<file path="src/rtl/fifo_arb_pkg.sv">
// Shared definitions for the FIFO write-port arbiter.
// Holds the default geometry and the two-state FSM encoding used by
// fifo_wr_arbiter.
package fifo_arb_pkg;

  localparam int unsigned DefDataWidth = 8;
  localparam int unsigned DefNumReq    = 4;
  localparam int unsigned DefMaxBurst  = 4;

  typedef logic [0:0] state_t;

  localparam state_t StIdle  = 1'b0;
  localparam state_t StBurst = 1'b1;

endpackage

</file>
<file path="src/rtl/rr_pick.sv">
// Combinational round-robin priority picker.
// Ports:
//   req   - request vector, one bit per requester
//   last  - index of the requester that is given lowest priority
//   valid - high when at least one req bit is set
//   index - first requester with req set, searching upward from last+1
module rr_pick
  import fifo_arb_pkg::*;
#(
  parameter int unsigned NUM_REQ = DefNumReq,
  localparam int unsigned IdxW   = $clog2(NUM_REQ)
) (
  input  logic [NUM_REQ-1:0] req,
  input  logic [IdxW-1:0]    last,
  output logic               valid,
  output logic [IdxW-1:0]    index
);

  logic [IdxW-1:0] cand;

  // Offsets 1..NUM_REQ visit every requester once, ending on last itself.
  always_comb begin
    valid = 1'b0;
    index = '0;
    cand  = '0;
    for (int unsigned k = 1; k <= NUM_REQ; k++) begin
      cand = IdxW'((32'(last) + k) % NUM_REQ);
      if (!valid && req[cand]) begin
        valid = 1'b1;
        index = cand;
      end
    end
  end

endmodule

</file>
<file path="src/rtl/fifo_wr_arbiter.sv">
// Round-robin arbiter sharing the asynchronous FIFO's single write port
// among NUM_REQ requesters in the write clock domain. Bursts are bounded
// to MAX_BURST accepted beats; writes are held off while the FIFO is full.
// Ports:
//   wr_clk, rst    - write-domain clock, async active-high reset
//   req, req_data  - per-requester level request and packed data
//   gnt            - one-hot grant; a beat moves when req[i] & gnt[i]
//   fifo_full      - FIFO full flag, gates the grant combinationally
//   fifo_overflow  - FIFO overflow flag, latched into err_overflow
//   wr_en, wdata   - FIFO write port
//   owner          - current or most recent burst owner
//   err_overflow   - sticky overflow error, cleared only by rst
module fifo_wr_arbiter
  import fifo_arb_pkg::*;
#(
  parameter int unsigned DATA_WIDTH = DefDataWidth,
  parameter int unsigned NUM_REQ    = DefNumReq,
  parameter int unsigned MAX_BURST  = DefMaxBurst
) (
  input  logic                          wr_clk,
  input  logic                          rst,
  input  logic [NUM_REQ-1:0]            req,
  input  logic [NUM_REQ*DATA_WIDTH-1:0] req_data,
  output logic [NUM_REQ-1:0]            gnt,
  input  logic                          fifo_full,
  input  logic                          fifo_overflow,
  output logic                          wr_en,
  output logic [DATA_WIDTH-1:0]         wdata,
  output logic [$clog2(NUM_REQ)-1:0]    owner,
  output logic                          err_overflow
);

  localparam int unsigned IdxW = $clog2(NUM_REQ);
  localparam int unsigned CntW = $clog2(MAX_BURST + 1);

  state_t          state_q, state_d;
  logic [IdxW-1:0] owner_q, owner_d;
  logic [IdxW-1:0] last_owner_q, last_owner_d;
  logic [CntW-1:0] burst_cnt_q, burst_cnt_d;
  logic            err_q;

  logic            pick_valid;
  logic [IdxW-1:0] pick_idx;
  logic [IdxW-1:0] pick_last;
  logic            last_beat;
  logic            burst_end;

  // In BURST the handoff pick treats the current owner as lowest priority;
  // in IDLE the owner register already equals last_owner or its reset value.
  assign pick_last = (state_q == StBurst) ? owner_q : last_owner_q;

  rr_pick #(
    .NUM_REQ (NUM_REQ)
  ) u_rr_pick (
    .req   (req),
    .last  (pick_last),
    .valid (pick_valid),
    .index (pick_idx)
  );

  // Write port: purely combinational so an accepted beat lands on this edge.
  always_comb begin
    gnt   = '0;
    wr_en = 1'b0;
    wdata = '0;
    if (state_q == StBurst) begin
      gnt[owner_q] = req[owner_q] & ~fifo_full;
      wr_en        = |(req & gnt);
      if (wr_en) begin
        wdata = req_data[owner_q*DATA_WIDTH +: DATA_WIDTH];
      end
    end
  end

  assign last_beat = wr_en && (burst_cnt_q == CntW'(MAX_BURST - 1));
  // A full-stalled cycle keeps req[owner] high and accepts nothing: no exit.
  assign burst_end = !req[owner_q] || last_beat;

  always_comb begin
    state_d      = state_q;
    owner_d      = owner_q;
    last_owner_d = last_owner_q;
    burst_cnt_d  = burst_cnt_q;
    unique case (state_q)
      StIdle: begin
        if (pick_valid) begin
          owner_d     = pick_idx;
          burst_cnt_d = '0;
          state_d     = StBurst;
        end
      end
      StBurst: begin
        if (wr_en) begin
          burst_cnt_d = burst_cnt_q + 1'b1;
        end
        if (burst_end) begin
          last_owner_d = owner_q;
          if (pick_valid) begin
            owner_d     = pick_idx;
            burst_cnt_d = '0;
          end else begin
            state_d = StIdle;
          end
        end
      end
      default: state_d = StIdle;
    endcase
  end

  always_ff @(posedge wr_clk or posedge rst) begin
    if (rst) begin
      state_q      <= StIdle;
      owner_q      <= '0;
      last_owner_q <= IdxW'(NUM_REQ - 1);
      burst_cnt_q  <= '0;
      err_q        <= 1'b0;
    end else begin
      state_q      <= state_d;
      owner_q      <= owner_d;
      last_owner_q <= last_owner_d;
      burst_cnt_q  <= burst_cnt_d;
      err_q        <= err_q | fifo_overflow;
    end
  end

  assign owner        = owner_q;
  assign err_overflow = err_q;

endmodule

</file>
<file path="config.mk">
export PLATFORM = sky130hd
export DESIGN_NAME = fifo_wr_arbiter
export DESIGN_NICKNAME = d
export VERILOG_FILES = /design/src/rtl/fifo_arb_pkg.sv /design/src/rtl/rr_pick.sv /design/src/rtl/fifo_wr_arbiter.sv
export SDC_FILE = /design/constraint.sdc
export NUM_CORES = 1
export LEC_CHECK = 0
export BUFFER_PORTS_ARGS = -buffer_cell sky130_fd_sc_hd__clkbuf_2
export CORE_MARGIN = 1.5
export CORE_UTILIZATION = 43
export DETAILED_ROUTE_END_ITERATION = 8
export GPL_TIMING_DRIVEN = 0
export PLACE_DENSITY = 0.8
export REMOVE_ABC_BUFFERS = 1
export SYNTH_ARGS = -nofsm -noshare
export SYNTH_HDL_FRONTEND = slang
export SYNTH_HIERARCHICAL = 1
export SYNTH_SLANG_ARGS = --single-unit
</file>
<file path="constraint.sdc">
create_clock -name wr_clk -period 2.4 [get_ports wr_clk]
set_input_delay 0.24 -clock wr_clk [delete_from_list [all_inputs] [get_ports wr_clk]]
set_output_delay 0.24 -clock wr_clk [all_outputs]
set_load 0.03 [all_outputs]
</file>
==> results.py <==
metrics = {
    "route": {
        "num_vias": 945,
        "detail_route.wl_per_cell_um": 13.9,
        "firstDrtPassIters": 4,
        "drc_errors": 0,
        "ant_nets": 0,
        "detail_route.iter0.violations": 25,
        "vias_per_cell": 5.46,
        "finalWirelength_um": 2410,
    },
    "clock_network": {
        "clock-sinks": 9,
        "cts_buffer_depth": 2,
        "cts_max_level": 1,
        "post-cts-setup-buffers": 0,
        "cts_made_buffers": 3,
        "insertion_delay_ns": 0.26,
        "cts-root-buf": "clkbuf_4",
        "cts_tree": "yes",
        "clk_transition_reported_paths_ns": 0.06,
    },
    "timing": {
        "hold_viol": 0,
        "setup_viol_count_final": 0,
        "rsz0062_at_grt": "no",
        "fin_crit_ns": 2.23,
        "drv_slew": 0,
        "tns_ns": 0,
        "final.period_utilization_pct": 93.0,
        "worst_slew_pin_slew_ns": 0.611,
        "fin_worst_skew_ns": 0.000201,
        "fmax_mhz": 448,
        "slew_headroom_pct": 59.2,
    },
    "critical_path": {
        "cp.buffers_inverters": 1,
        "critPathArrivalTime_ns": 1.99,
        "critPathKind": "reg -> out",
        "cpMaxStageDelayCell": "mux4_2",
        "cp-end-kind": "output pin",
        "required_ns": 2.16,
        "cpPeakStageDelay_ns": 0.69,
        "cp_top_family": "multiplexers",
        "crit_chain": "mux4_2 -> and3_1 -> clkbuf_2",
        "path_max_fanout": 19,
        "startpoint_type": "flop",
    },
    "job": {
        "max_cap_violations": 0,
    },
    "die": {
        "die_w_um": 49.4,
        "fp-row-count": 16,
        "die_area_um2": 2440,
        "fp.dieH_um": 49.4,
        "core-area_um2": 2000,
        "start_util_pct": 46.3,
        "io_pins": 56,
    },
    "grt": {
        "gr-total-overflow": 0,
        "grt_pass1_vias": 952,
        "grt_first_pass_wirelength_um": 4150,
        "antenna_found_initial": 0,
        "grt_usage_pct": 22.0,
        "grt_max_degree": 20,
    },
    "placement": {
        "place_area_um2": 1200,
        "port_buffers": 55,
        "place_congestion": 0.704,
        "place_hpwl_um": 1930,
    },
    "synth": {
        "synth.ff_latch_count": 9,
        "async_flop_share_pct": 100,
        "yosys_warnings": 6,
        "avgSynthCellArea_um2": 10.1,
        "synth-seq-area-share_pct": 24.6,
        "ys_types": 38,
        "synthFlopType": "dfrtp_1",
        "synth_edf_count": 0,
        "synthCells": 92,
        "syn-cell-area_um2": 926,
    },
    "layout": {
        "fill_cells": 182,
        "diodes": 0,
        "drive_gt1_share_pct": 54.1,
        "nNetsFinal": 189,
        "final_common_cell": "clkbuf_2",
        "final_cell_mix": "clkbuf_2, nand2_1, mux4_2, and3_1, dfrtp_1",
        "fin_area_um2": 1230,
        "utilization_pct": 61.6,
        "syn2layout_area_growth_pct": 33.2,
    },
    "run_status": {
        "status": "finished, final reports clean",
    },
    "pwr": {
        "cellLeakagePower_nw": 0.646,
        "ir_drop_mv": 0.542,
        "p_per_area_nw_per_um2": 1030,
    },
    "worst_hold_path": {
        "worstHoldPathType": "in -> reg",
    },
}
kinds of logic (layout without fill, tap and decap cells):
kind of cell               count (synthesis)  count (layout)  synth area share, %
buffers and inverters                     10              64                 5.81
AOI/OAI and AO/OA                         17              17                 13.5
muxes                                     15              15                 29.7
DFF                                        9               9                 24.6
adders and majority gates                  2               2                 2.70
and+or+nand+nor                           39              39                 23.7
flip-flops by register name (all words and copies together) (netlist names):
register,count
burst_cnt_q,3
owner,2
state_q,1
err_overflow,1
last_owner_q,2
per-stage QoR:
stage	hold WS [ns]	setup slack [ns]	power (mW)	instances
2_1_floorplan	0.0665	0.157	0.961	86
3_3_place_gp	0.185	0.134	1.13	168
3_5_place_dp	0.187	0.0880	1.17	168
4_1_cts	0.179	0.147	1.29	173
5_1_grt	0.190	0.0514	1.38	173
6_report	0.189	0.168	1.27	173
path summary, 6_finish.rpt:
check                      depth (start not counted)              startpoint                          end  slack, ns
setup / recovery                                   3    owner[0]$_DFFE_PP0P_                     wdata[4]       0.17
max in group asynchronous                          3                     rst  last_owner_q[1]$_DFFE_PP1P_       1.65
hold reg to reg                                    1  err_overflow$_DFF_PP0_       err_overflow$_DFF_PP0_       0.48
min in group asynchronous                          3                     rst       err_overflow$_DFF_PP0_       0.46
hold / removal                                     2           fifo_overflow       err_overflow$_DFF_PP0_       0.19
setup reg to reg                                   3    owner[0]$_DFFE_PP0P_  last_owner_q[0]$_DFFE_PP1P_       0.37
what timing repair did:
item | CTS | global route
endpoints found under the setup margin | 9 | 0
hold buffers | 1 | 0
gates resized for setup | 1 | 0
hold endpoints to repair | 7 | 0
cell usage after synthesis, drive strengths merged (3+ instances only):
cell	instances	area, um^2
nand2	10	40.0
mux4	9	206
and3	8	50.1
dfrtp	7	175
nand2b	5	31.3
nor2	5	18.8
inv	4	15.0
mux2	4	48.8
o21ai	4	20.0
a21oi	3	18.8
a22o	3	26.3
buf	3	27.5
clkbuf	3	11.3
metal layers:
| layer | vias to the layer above | part of all wire (%) | track usage (%) |
|---|---|---|---|
| li1 | 452 | - | - |
| met1 | 444 | 40 | 24.0 |
| met2 | 47 | 49 | 40.5 |
| met3 | 2 | 11 | 7.36 |
| met4 | 0 | 0.66 | 5.56 |
| met5 | - | 0 | 0 |
cell type report:
type                            instances  area [um^2]  share of cell area, %
Sequential cell                         9          229                   18.6
Clock buffer                            4         26.3                   2.13
Timing Repair Buffer                   56          285                   23.1
Tap cell                               27         33.8                   2.74
Multi-Input combinational cell         73          644                   52.2
Inverter                                4         15.0                   1.22
where the power goes:
group | switching [mW] | internal (mW) | total [mW]
clock | 0.0506 | 0.0639 | 0.115
sequential | 0.131 | 0.224 | 0.355
combinational | 0.398 | 0.405 | 0.803
No activity file was read; power rests on OpenSTA's default activity.
